<file path="src/rtl/fifo_pkg.sv">
// Shared definitions for the parametrised single-clock FIFO.
// Holds the default data width, the address-width helper and the
// parameter legality predicates evaluated at elaboration by the top level.
package fifo_pkg;

  // Default word width used when the instantiating logic does not override it.
  localparam int DATA_W_DEF = 8;

  // Memory address width for a given depth.
  function automatic int addr_w(input int depth);
    return $clog2(depth);
  endfunction

  // Data width must be at least one bit.
  function automatic bit width_ok(input int width);
    return width >= 1;
  endfunction

  // Depth must be a power of two and hold at least two entries, so that the
  // pointer wrap bit cleanly distinguishes full from empty.
  function automatic bit depth_ok(input int depth);
    return (depth >= 2) && ((depth & (depth - 1)) == 0);
  endfunction

  // almost_full threshold: 1..DEPTH.
  function automatic bit af_ok(input int depth, input int af_lvl);
    return (af_lvl >= 1) && (af_lvl <= depth);
  endfunction

  // almost_empty threshold: 0..DEPTH-1.
  function automatic bit ae_ok(input int depth, input int ae_lvl);
    return (ae_lvl >= 0) && (ae_lvl <= depth - 1);
  endfunction

endpackage

</file>
<file path="src/rtl/fifo_mem.sv">
// Purpose: DEPTH x DATA_W dual-port storage, synchronous write, asynchronous read.
// Latency: write lands at the wclk edge with we high; rdata follows raddr combinationally.
// Backpressure: none here; the caller only asserts we for accepted writes.
// Ports: wclk, we, waddr, wdata (write side); raddr, rdata (read side).
module fifo_mem
  import fifo_pkg::*;
#(
  parameter int DATA_W = DATA_W_DEF,
  parameter int DEPTH  = 16
) (
  input  logic                     wclk,
  input  logic                     we,
  input  logic [addr_w(DEPTH)-1:0] waddr,
  input  logic [DATA_W-1:0]        wdata,
  input  logic [addr_w(DEPTH)-1:0] raddr,
  output logic [DATA_W-1:0]        rdata
);

  // Contents are deliberately not reset: nothing reads a slot before the
  // write pointer has passed it.
  logic [DATA_W-1:0] mem_q [DEPTH];

  always_ff @(posedge wclk) begin
    if (we) begin
      mem_q[waddr] <= wdata;
    end
  end

  assign rdata = mem_q[raddr];

endmodule

</file>
<file path="src/rtl/param_sync_fifo.sv">
// Purpose: parametrised single-clock FIFO with occupancy count, almost flags, sticky errors.
// Latency: standard mode dout one cycle after an accepted read; FWFT mode head word shown
//          the cycle after it is written. Backpressure: writes refused when full unless a read
//          frees the slot in the same cycle; reads refused when empty; refusals set sticky flags.
// Ports: clk/rst_n (sync, active-low); wrt_sig/din write side; rd_sig/dout read side;
//        clr_err clears over_flow/under_flow; full/empty/almost flags and count report occupancy.
module param_sync_fifo
  import fifo_pkg::*;
#(
  parameter int DATA_W = DATA_W_DEF,
  parameter int DEPTH  = 16,
  parameter int AF_LVL = DEPTH - 2,
  parameter int AE_LVL = 2,
  parameter int FWFT   = 0
) (
  input  logic                       clk,
  input  logic                       rst_n,
  input  logic                       wrt_sig,
  input  logic                       rd_sig,
  input  logic [DATA_W-1:0]          din,
  input  logic                       clr_err,
  output logic [DATA_W-1:0]          dout,
  output logic                       full_sig,
  output logic                       empty_sig,
  output logic                       almost_full,
  output logic                       almost_empty,
  output logic [addr_w(DEPTH):0]     count,
  output logic                       over_flow,
  output logic                       under_flow
);

  localparam int AW = addr_w(DEPTH);
  // Pointers and count share the same width: AW address bits plus one more
  // (wrap bit for pointers, room for the value DEPTH in the count).
  localparam int CW = AW + 1;

  localparam logic [CW-1:0] ONE_C   = CW'(1);
  localparam logic [CW-1:0] DEPTH_C = CW'(DEPTH);
  localparam logic [CW-1:0] AF_C    = CW'(AF_LVL);
  localparam logic [CW-1:0] AE_C    = CW'(AE_LVL);

  // ---------------------------------------------------------------------------
  // Elaboration-time parameter checks
  // ---------------------------------------------------------------------------
  if (!width_ok(DATA_W)) begin : g_bad_width
    $error("param_sync_fifo: DATA_W must be at least 1");
  end
  if (!depth_ok(DEPTH)) begin : g_bad_depth
    $error("param_sync_fifo: DEPTH must be a power of two and at least 2");
  end
  if (!af_ok(DEPTH, AF_LVL)) begin : g_bad_af
    $error("param_sync_fifo: AF_LVL must lie in 1..DEPTH");
  end
  if (!ae_ok(DEPTH, AE_LVL)) begin : g_bad_ae
    $error("param_sync_fifo: AE_LVL must lie in 0..DEPTH-1");
  end

  // ---------------------------------------------------------------------------
  // State
  // ---------------------------------------------------------------------------
  logic [CW-1:0]     wr_ptr_q, wr_ptr_d;
  logic [CW-1:0]     rd_ptr_q, rd_ptr_d;
  logic [CW-1:0]     count_q, count_d;
  logic              over_flow_q, over_flow_d;
  logic              under_flow_q, under_flow_d;

  logic              rd_ok;
  logic              wr_ok;
  logic              mem_we;
  logic [DATA_W-1:0] mem_rdata;

  // Flags decode straight from the count register so they change only at
  // clock edges and never glitch across a pointer wrap.
  assign full_sig     = (count_q == DEPTH_C);
  assign empty_sig    = (count_q == '0);
  assign almost_full  = (count_q >= AF_C);
  assign almost_empty = (count_q <= AE_C);
  assign count        = count_q;
  assign over_flow    = over_flow_q;
  assign under_flow   = under_flow_q;

  // A read is judged first; a write into a full FIFO is still taken when the
  // same-cycle read frees a slot. No bypass on empty: the read is refused.
  assign rd_ok = rd_sig && !empty_sig;
  assign wr_ok = wrt_sig && (!full_sig || rd_ok);

  // Requests presented during a reset cycle must not disturb memory.
  assign mem_we = wr_ok && rst_n;

  always_comb begin
    wr_ptr_d     = wr_ptr_q;
    rd_ptr_d     = rd_ptr_q;
    count_d      = count_q;
    over_flow_d  = over_flow_q;
    under_flow_d = under_flow_q;

    if (wr_ok) begin
      wr_ptr_d = wr_ptr_q + ONE_C;
    end
    if (rd_ok) begin
      rd_ptr_d = rd_ptr_q + ONE_C;
    end

    if (wr_ok && !rd_ok) begin
      count_d = count_q + ONE_C;
    end else if (rd_ok && !wr_ok) begin
      count_d = count_q - ONE_C;
    end

    // A new error in the clear cycle takes priority so it is never lost.
    if (wrt_sig && !wr_ok) begin
      over_flow_d = 1'b1;
    end else if (clr_err) begin
      over_flow_d = 1'b0;
    end

    if (rd_sig && !rd_ok) begin
      under_flow_d = 1'b1;
    end else if (clr_err) begin
      under_flow_d = 1'b0;
    end
  end

  always_ff @(posedge clk) begin
    if (!rst_n) begin
      wr_ptr_q     <= '0;
      rd_ptr_q     <= '0;
      count_q      <= '0;
      over_flow_q  <= 1'b0;
      under_flow_q <= 1'b0;
    end else begin
      wr_ptr_q     <= wr_ptr_d;
      rd_ptr_q     <= rd_ptr_d;
      count_q      <= count_d;
      over_flow_q  <= over_flow_d;
      under_flow_q <= under_flow_d;
    end
  end

  // ---------------------------------------------------------------------------
  // Storage
  // ---------------------------------------------------------------------------
  fifo_mem #(
    .DATA_W (DATA_W),
    .DEPTH  (DEPTH)
  ) u_mem (
    .wclk  (clk),
    .we    (mem_we),
    .waddr (wr_ptr_q[AW-1:0]),
    .wdata (din),
    .raddr (rd_ptr_q[AW-1:0]),
    .rdata (mem_rdata)
  );

  // ---------------------------------------------------------------------------
  // Output stage
  // ---------------------------------------------------------------------------
  if (FWFT == 0) begin : g_std
    // Registered read: dout only moves on an accepted read and holds through
    // refused reads, so a consumer can sample it at leisure.
    logic [DATA_W-1:0] dout_q, dout_d;

    always_comb begin
      dout_d = dout_q;
      if (rd_ok) begin
        dout_d = mem_rdata;
      end
    end

    always_ff @(posedge clk) begin
      if (!rst_n) begin
        dout_q <= '0;
      end else begin
        dout_q <= dout_d;
      end
    end

    assign dout = dout_q;
  end else begin : g_fwft
    // Head of queue is presented directly; forced to zero while empty so a
    // stale slot is never visible.
    assign dout = empty_sig ? '0 : mem_rdata;
  end

endmodule

</file>
<file path="config.mk">
export PLATFORM = sky130hd
export DESIGN_NAME = param_sync_fifo
export DESIGN_NICKNAME = d
export VERILOG_FILES = /design/src/rtl/fifo_pkg.sv /design/src/rtl/fifo_mem.sv /design/src/rtl/param_sync_fifo.sv
export SDC_FILE = /design/constraint.sdc
export NUM_CORES = 1
export LEC_CHECK = 0
export ABC_AREA = 1
export ABC_CLOCK_PERIOD_IN_PS = 2300
export BUFFER_PORTS_ARGS = -buffer_cell sky130_fd_sc_hd__buf_2
export CELL_PAD_IN_SITES_DETAIL_PLACEMENT = 0
export CELL_PAD_IN_SITES_GLOBAL_PLACEMENT = 1
export CORE_MARGIN = 2
export CORE_UTILIZATION = 48
export DETAILED_ROUTE_END_ITERATION = 10
export PLACE_DENSITY = 0.78
export SLEW_MARGIN = 25
export SYNTH_ARGS = -nofsm -noshare
export SYNTH_HDL_FRONTEND = slang
export SYNTH_SLANG_ARGS = --single-unit
</file>
<file path="constraint.sdc">
create_clock -name clk -period 2.3 [get_ports clk]
set_input_delay 0.345 -clock clk [delete_from_list [all_inputs] [get_ports clk]]
set_output_delay 0.345 -clock clk [all_outputs]
set_load 0.02 [all_outputs]
</file>
==> run_summary.xml, run 1 <==
<?xml version="1.0" encoding="UTF-8"?>
<metrics>
  <group name="floorplanning">
    <metric name="io_pins" unit="">32</metric>
    <metric name="die_area" unit="um2">14900</metric>
    <metric name="initial_core_util" unit="%">48.7</metric>
    <metric name="fp.coreArea" unit="um2">13800</metric>
    <metric name="std_cell_rows" unit="">43</metric>
    <metric name="die_h" unit="um">122</metric>
    <metric name="die_x" unit="um">122</metric>
  </group>
  <group name="sta">
    <metric name="skew" unit="ps">5.03</metric>
    <metric name="finalHoldViolations" unit="">0</metric>
    <metric name="final_max_slew_viol_count" unit="">0</metric>
    <metric name="setup_viol_count_final" unit="">0</metric>
    <metric name="final_min_period_over_clock_period" unit="%">92.6</metric>
    <metric name="fmax" unit="MHz">469</metric>
    <metric name="timing.max_slew.rel_slack" unit="%">54.1</metric>
    <metric name="min_clock_period_post_route" unit="ps">2130</metric>
    <metric name="max_slew.worst_pin.slew" unit="ps">688</metric>
    <metric name="final.setup.tns" unit="ps">0</metric>
    <metric name="unrepaired_setup_endpoints_after_global_routing" unit="">false</metric>
  </group>
  <group name="grt">
    <metric name="gr_ovfl_total" unit="">0</metric>
    <metric name="globalRoute.busiestLayer" unit="">met2</metric>
    <metric name="grt_use_met1" unit="%">28.4</metric>
    <metric name="globalRouteMet2Util" unit="%">34.2</metric>
    <metric name="grt_pass1_vias" unit="">4306</metric>
    <metric name="maximum_number_of_pins_on_one_net_before_global_route_repair" unit="">42</metric>
    <metric name="globalRouteTotalUtil" unit="%">21.4</metric>
    <metric name="grt_pass1_wl" unit="um">23200</metric>
    <metric name="antenna_found_initial" unit="">0</metric>
    <metric name="grt_use_met3" unit="%">4.65</metric>
  </group>
  <group name="cells_and_area">
    <metric name="flow.area_growth_from_synthesis" unit="%">13.1</metric>
    <metric name="final_core_utilization" unit="%">55.1</metric>
    <metric name="nets" unit="">744</metric>
    <metric name="antenna_cells" unit="">0</metric>
    <metric name="share_of_final_layout_standard_cells_stronger_than_drive_strength_1" unit="%">13.2</metric>
  </group>
  <group name="routing">
    <metric name="detail-route-antenna-nets" unit="">0</metric>
    <metric name="drt_wl_total" unit="um">14700</metric>
    <metric name="dr_drc_count" unit="">0</metric>
    <metric name="detailroute.via_count" unit="">4583</metric>
    <metric name="via_to_cell_ratio" unit="">5.01</metric>
    <metric name="drt-pass1-iter-count" unit="">6</metric>
    <metric name="detail_route.iter0.violations" unit="">476</metric>
    <metric name="wl_per_cell" unit="um">16.1</metric>
  </group>
  <group name="logic_synthesis">
    <metric name="yosys.area_share.simple" unit="%">23.0</metric>
    <metric name="synth-compound-area-share" unit="%">1.83</metric>
    <metric name="synth_top_family_by_area" unit="">simple AND/OR/NAND/NOR gates</metric>
    <metric name="yosys_warnings" unit="">0</metric>
    <metric name="synth.ff_latch_count" unit="">151</metric>
    <metric name="synthCells" unit="">675</metric>
    <metric name="synth_edf_count" unit="">128</metric>
    <metric name="synthDominantAreaCellType" unit="">edfxtp_1</metric>
    <metric name="post-synth-top-area-fraction" unit="%">57.3</metric>
    <metric name="net_count_after_synthesis" unit="">698</metric>
    <metric name="synth_fa_ha_area_share" unit="%">1.98</metric>
    <metric name="synth.avg_cell_area" unit="um2">9.94</metric>
    <metric name="dominantRegCellSynth" unit="">edfxtp_1</metric>
    <metric name="post_synth_num_cell_types" unit="">28</metric>
    <metric name="share_of_the_synthesized_netlist_area_taken_by_xor_and_xnor_gates" unit="%">0.783</metric>
    <metric name="synth.top_cells.by_area" unit="">edfxtp_1, nand2_1, nand3_1</metric>
    <metric name="multiplexer_share_of_the_synthesized_area" unit="%">0</metric>
    <metric name="syn-cell-area" unit="um2">6710</metric>
    <metric name="ys_async_sr_fraction" unit="%">0</metric>
    <metric name="synth.yosys.seq_area_share" unit="%">64.2</metric>
  </group>
  <group name="worst_setup_path">
    <metric name="crit_type" unit="">flip-flop to flip-flop</metric>
    <metric name="worst-endpoint-required" unit="ps">2610</metric>
    <metric name="critPathArrivalTime" unit="ps">2440</metric>
    <metric name="timing.critical_path.fanout_max" unit="">6</metric>
    <metric name="critical_path.startpoint_type" unit="">flip-flop</metric>
    <metric name="worstSetupEndpointType" unit="">flip-flop</metric>
  </group>
  <group name="power">
    <metric name="power.leakage" unit="nW">3.29</metric>
    <metric name="swShare" unit="%">33.3</metric>
    <metric name="pwr-share-clk" unit="%">31.2</metric>
    <metric name="power.share.combinational" unit="%">27.9</metric>
    <metric name="internal_power" unit="mW">5.26</metric>
    <metric name="power_per_cell_area" unit="nW/um2">1040</metric>
    <metric name="irDropWorstVdd" unit="uV">630</metric>
    <metric name="power.sequential.fraction" unit="%">40.8</metric>
    <metric name="sw_pwr" unit="mW">2.62</metric>
  </group>
  <group name="clock_tree">
    <metric name="root_buffer" unit="">clkbuf_16</metric>
    <metric name="cts_made_buffers" unit="">17</metric>
    <metric name="hold_buffers" unit="">0</metric>
    <metric name="path_clk_slew" unit="ps">60</metric>
    <metric name="cts-root-to-sink-buffers" unit="">2</metric>
    <metric name="numClockSinks" unit="">151</metric>
    <metric name="clk-insertion-delay-late" unit="ps">410</metric>
    <metric name="cts_tree" unit="">yes</metric>
    <metric name="cts_htree_levels" unit="">4</metric>
  </group>
  <group name="place">
    <metric name="gp_congestion" unit="">0.784</metric>
    <metric name="io_buffer_count" unit="">31</metric>
    <metric name="place_hpwl" unit="um">9150</metric>
  </group>
  <group name="worst_hold_path">
    <metric name="worst_hold_path_type" unit="">input pin to flip-flop</metric>
  </group>
  <group name="status">
    <metric name="status" unit="">completed</metric>
  </group>
  <group name="flow_run">
    <metric name="cap_viol_max_count" unit="">0</metric>
  </group>
</metrics>
==> flip-flops by register name (all words and copies together) (netlist names) <==
register / flops
wr_ptr_q: 4
u_mem.mem_q: 128
dout: 8
rd_ptr_q: 4
under_flow: 1
over_flow: 1
count: 5
==> cells in the mapped netlist, types with 2 or more instances <==
library cell and count:
inv_1 86, buf_6 10, buf_4 3, nor2_1 40, o21ai_1 2, nand3_1 96, nand2_1 219, dfxtp_1 23
nor2_4 2, buf_2 14, o21ai_0 7, xor2_1 5, ha_1 9, edfxtp_1 128, inv_2 4, nand3_2 3
nor2_2 2, a21oi_1 12
==> kinds of logic after synthesis <==
group | Yosys count
XOR/XNOR | 6
adder cells (fa/ha/maj) | 10
flip-flops | 151
AO/OA/AOI/OAI | 23
AND/OR/NAND/NOR | 365
buffers and inverters | 120
==> repair_timing <==
| item | in CTS | in global routing |
|---|---|---|
| setup buffers | 0 | 0 |
| endpoints found under the setup margin | 0 | 2 |
| resized for setup | 0 | 1 |
==> final timing paths <==
check,endpoint,from,cells after the start,slack [ps]
worst max-delay path,count[3],count[2],12,170
worst min-delay path,over_flow,clr_err,4,190
worst max register to register,count[3],count[2],12,170
worst min register to register,under_flow,under_flow,2,460
==> worst max-delay path: stages, from the launching register on <==
cell,delay (ps)
dfxtp_1,450
nor2_4,80
nand3_2,110
nor2_2,60
nor2_4,150
ha_1,230
inv_2,80
ha_1,330
a21oi_1,140
nand2_1,70
xor2_1,140
o21ai_0,140
inv_1,50
==> layout make-up <==
type	count	area [um2]
Clock inverter	12	86.3
Fill cell	1228	6190
Tap cell	180	225
Inverter	92	348
Sequential cell	151	4310
Multi-Input combinational cell	404	1850
Clock buffer	20	437
Timing Repair Buffer	55	335
==> layout by cell type, fill, tap and decap left out, drive strengths merged <==
cell type    n
nand2      221
edfxtp     128
nand3       99
inv         91
buf         55
nor2        44
dfxtp       23
clkbuf      20
a21oi       13
clkinv      12
o21ai       10
ha           9
xor2         5
nor3         1
xnor2        1
fa           1
bufinv       1
==> through the flow <==
| stage | total power [mW] | hold slack [ps] | worst slack [ps] | area [um2] | instances |
|---|---|---|---|---|---|
| after detailed placement | 5.49 | 458 | 108 | 7060 | 882 |
| after global placement | 5.46 | 450 | 161 | 7060 | 882 |
| after floorplan | 4.91 | 444 | 174 | 6710 | 675 |
| after global routing | 8.33 | 206 | 30.5 | 7580 | 914 |
| after CTS | 7.95 | 176 | 98.4 | 7580 | 914 |
| final | 7.88 | 192 | 169 | 7580 | 914 |
==> layer usage <==
layer | wire length (um) | vias to the layer above
met5 | 0 | -
met3 | 759 | 27
met2 | 7110 | 115
met4 | 303 | 0
met1 | 6550 | 2163
li1 | - | 2278
==> power groups by stage <==
| stage | Clock (mW) | Combinational, mW | Sequential (mW) |
|---|---|---|---|
| floorplan | 0 | 1.51 | 3.40 |
| global placement | 0 | 2.20 | 3.26 |
| detailed placement | 0 | 2.22 | 3.27 |
| CTS | 2.50 | 2.23 | 3.22 |
| global route | 2.63 | 2.46 | 3.23 |
| finish | 2.46 | 2.20 | 3.22 |
(Power assumes the default switching activity.)
==> inputs of run 2 (changes only) <==
--- a/config.mk
+++ b/config.mk
@@ -6,14 +6,14 @@
 export NUM_CORES = 1
 export LEC_CHECK = 0
 export ABC_AREA = 1
-export ABC_CLOCK_PERIOD_IN_PS = 2300
+export ABC_CLOCK_PERIOD_IN_PS = 1950
 export BUFFER_PORTS_ARGS = -buffer_cell sky130_fd_sc_hd__buf_2
 export CELL_PAD_IN_SITES_DETAIL_PLACEMENT = 0
 export CELL_PAD_IN_SITES_GLOBAL_PLACEMENT = 1
 export CORE_MARGIN = 2
-export CORE_UTILIZATION = 48
+export CORE_UTILIZATION = 44
 export DETAILED_ROUTE_END_ITERATION = 10
-export PLACE_DENSITY = 0.78
+export PLACE_DENSITY = 0.75
 export SLEW_MARGIN = 25
 export SYNTH_ARGS = -nofsm -noshare
 export SYNTH_HDL_FRONTEND = slang
==> constraint.sdc (replaced) <==
create_clock -name clk -period 1.95 [get_ports clk]
set_input_delay 0.2925 -clock clk [delete_from_list [all_inputs] [get_ports clk]]
set_output_delay 0.2925 -clock clk [all_outputs]
set_load 0.02 [all_outputs]
==> run_summary.xml, run 2 (same netlist as run 1, synthesis figures left out) <==
<?xml version="1.0" encoding="UTF-8"?>
<metrics>
  <group name="status">
    <metric name="status" unit="">completed</metric>
  </group>
  <group name="routing">
    <metric name="drt_wl_total" unit="um">15200</metric>
    <metric name="detail_route.iter0.violations" unit="">346</metric>
    <metric name="wl_per_cell" unit="um">16.6</metric>
    <metric name="dr_drc_count" unit="">0</metric>
    <metric name="via_to_cell_ratio" unit="">4.94</metric>
    <metric name="detail-route-antenna-nets" unit="">0</metric>
    <metric name="detailroute.via_count" unit="">4524</metric>
    <metric name="drt-pass1-iter-count" unit="">5</metric>
  </group>
  <group name="power">
    <metric name="internal_power" unit="mW">6.49</metric>
    <metric name="power.sequential.fraction" unit="%">39.5</metric>
    <metric name="irDropWorstVdd" unit="uV">769</metric>
    <metric name="power_per_cell_area" unit="nW/um2">1260</metric>
    <metric name="pwr-share-clk" unit="%">30.6</metric>
    <metric name="swShare" unit="%">33.0</metric>
    <metric name="power.leakage" unit="nW">3.27</metric>
    <metric name="sw_pwr" unit="mW">3.19</metric>
    <metric name="power.share.combinational" unit="%">29.9</metric>
  </group>
  <group name="sta">
    <metric name="setup_viol_count_final" unit="">0</metric>
    <metric name="skew" unit="ps">8.02</metric>
    <metric name="timing.max_slew.rel_slack" unit="%">46.0</metric>
    <metric name="final_min_period_over_clock_period" unit="%">98.2</metric>
    <metric name="fmax" unit="MHz">522</metric>
    <metric name="finalHoldViolations" unit="">0</metric>
    <metric name="post-route-worst-setup-slack" unit="ps">34.6</metric>
    <metric name="worst_hold_slack" unit="ps">136</metric>
    <metric name="unrepaired_setup_endpoints_after_global_routing" unit="">true</metric>
    <metric name="final.setup.tns" unit="ps">0</metric>
    <metric name="max_slew.worst_pin.slew" unit="ps">807</metric>
    <metric name="min_clock_period_post_route" unit="ps">1920</metric>
    <metric name="final_max_slew_viol_count" unit="">0</metric>
  </group>
  <group name="clock_tree">
    <metric name="numClockSinks" unit="">151</metric>
    <metric name="cts_made_buffers" unit="">17</metric>
    <metric name="cts_htree_levels" unit="">4</metric>
    <metric name="cts_tree" unit="">yes</metric>
    <metric name="root_buffer" unit="">clkbuf_16</metric>
    <metric name="path_clk_slew" unit="ps">60</metric>
    <metric name="cts-root-to-sink-buffers" unit="">2</metric>
    <metric name="clk-insertion-delay-late" unit="ps">420</metric>
    <metric name="hold_buffers" unit="">0</metric>
  </group>
  <group name="cells_and_area">
    <metric name="final_core_utilization" unit="%">51.2</metric>
    <metric name="regMostFlops" unit="">u_mem.mem_q</metric>
    <metric name="nets" unit="">738</metric>
    <metric name="flow.area_growth_from_synthesis" unit="%">14.7</metric>
    <metric name="share_of_final_layout_standard_cells_stronger_than_drive_strength_1" unit="%">15.5</metric>
    <metric name="antenna_cells" unit="">0</metric>
    <metric name="largest_register_ffs" unit="">128</metric>
    <metric name="layout_commonest_cell" unit="">nand2_1</metric>
    <metric name="layout.filler_cells" unit="">1343</metric>
    <metric name="layout_common_cells" unit="">nand2_1, edfxtp_1, nand3_1, inv_1, buf_2</metric>
  </group>
  <group name="place">
    <metric name="gp_congestion" unit="">0.851</metric>
    <metric name="place_hpwl" unit="um">9910</metric>
    <metric name="io_buffer_count" unit="">31</metric>
    <metric name="place_ws" unit="ps">-85.5</metric>
  </group>
  <group name="flow_run">
    <metric name="cap_viol_max_count" unit="">0</metric>
  </group>
  <group name="worst_setup_path">
    <metric name="worstPathCellList" unit="">nor2_4 -&gt; nand3_4 -&gt; nor2_4 -&gt; nor2_4 -&gt; buf_4 -&gt; nand2_1 -&gt; nor2_1</metric>
    <metric name="critPathArrivalTime" unit="ps">1960</metric>
    <metric name="crit_slowest_cell" unit="">nor2_1</metric>
    <metric name="critical_path.startpoint_type" unit="">flip-flop</metric>
    <metric name="worst-endpoint-required" unit="ps">1990</metric>
    <metric name="timing.critical_path.fanout_max" unit="">8</metric>
    <metric name="critical_path.most_common_cell" unit="">nor2_4</metric>
    <metric name="crit_type" unit="">flip-flop to flip-flop</metric>
    <metric name="critical_path.max_stage_delay" unit="ps">590</metric>
    <metric name="worstSetupEndpointType" unit="">flip-flop</metric>
  </group>
  <group name="grt">
    <metric name="globalRouteTotalUtil" unit="%">20.1</metric>
    <metric name="antenna_found_initial" unit="">0</metric>
    <metric name="grt_pass1_vias" unit="">4709</metric>
    <metric name="gr_ovfl_total" unit="">0</metric>
    <metric name="grt_pass1_wl" unit="um">24300</metric>
    <metric name="maximum_number_of_pins_on_one_net_before_global_route_repair" unit="">35</metric>
  </group>
  <group name="floorplanning">
    <metric name="io_pins" unit="">32</metric>
    <metric name="die_area" unit="um2">16300</metric>
    <metric name="initial_core_util" unit="%">44.6</metric>
    <metric name="std_cell_rows" unit="">45</metric>
    <metric name="die_x" unit="um">127</metric>
    <metric name="fp.coreArea" unit="um2">15000</metric>
    <metric name="die_h" unit="um">127</metric>
  </group>
  <group name="worst_hold_path">
    <metric name="worst_hold_path_type" unit="">input pin to flip-flop</metric>
  </group>
</metrics>
## run 2: power by group through the flow
stage	registers, mW	logic [mW]	clock network (mW)
after floorplan	4.04	1.83	0
after global placement	3.88	2.78	0
after detailed placement	3.90	2.83	0
after CTS	3.83	2.88	2.99
after global routing	3.85	3.25	3.12
final	3.83	2.89	2.96
## run 2: through the flow
step	cell area, um2	instances	total power, mW
final	7700	916	9.68
after global routing	7700	916	10.2
after CTS	7640	915	9.70
after detailed placement	7090	883	6.72
after global placement	7090	883	6.66
after floorplan	6750	675	5.87
## run 2: worst max-delay path, delay by kind of cell, from the launching register on
kind / cells / cell delay [ps]
simple gates: 6 / 1020
flops: 1 / 350
buf+inv: 1 / 150
## run 2: final timing paths
check	start	endpoint	slack, ps	depth (start not counted)
setup / recovery	count[0]	u_mem.mem_q[10][6]	30	7
hold / removal	clr_err	over_flow	140	4
setup reg to reg	count[0]	u_mem.mem_q[10][6]	30	7
hold reg to reg	over_flow	over_flow	460	2
## run 2: layout make-up
type	count	area [um2]	area share, %
sequential	151	4320	56.1
inverter	92	353	4.58
clock inverter	3	15.0	0.195
multi-input combinational	404	1940	25.2
tap	188	235	3.06
clock buffer	29	522	6.78
timing repair buffer	49	315	4.10
## run 2: what timing repair did
item / CTS / global route
resized for setup: 6 / 14
setup endpoints to repair: 8 / 92
cloned: 0 / 0
pin swaps: 1 / 4
buffers inserted: 0 / 1
## run 2: layer usage
layer / vias to the layer above / track usage (%) / share of wire (%)
li1: 2266 / - / -
met3: 14 / 3.81 / 7.2
met5: - / 0 / 0
met1: 2130 / 25.3 / 40
met4: 0 / 8.27 / 1.5
met2: 114 / 34.3 / 51
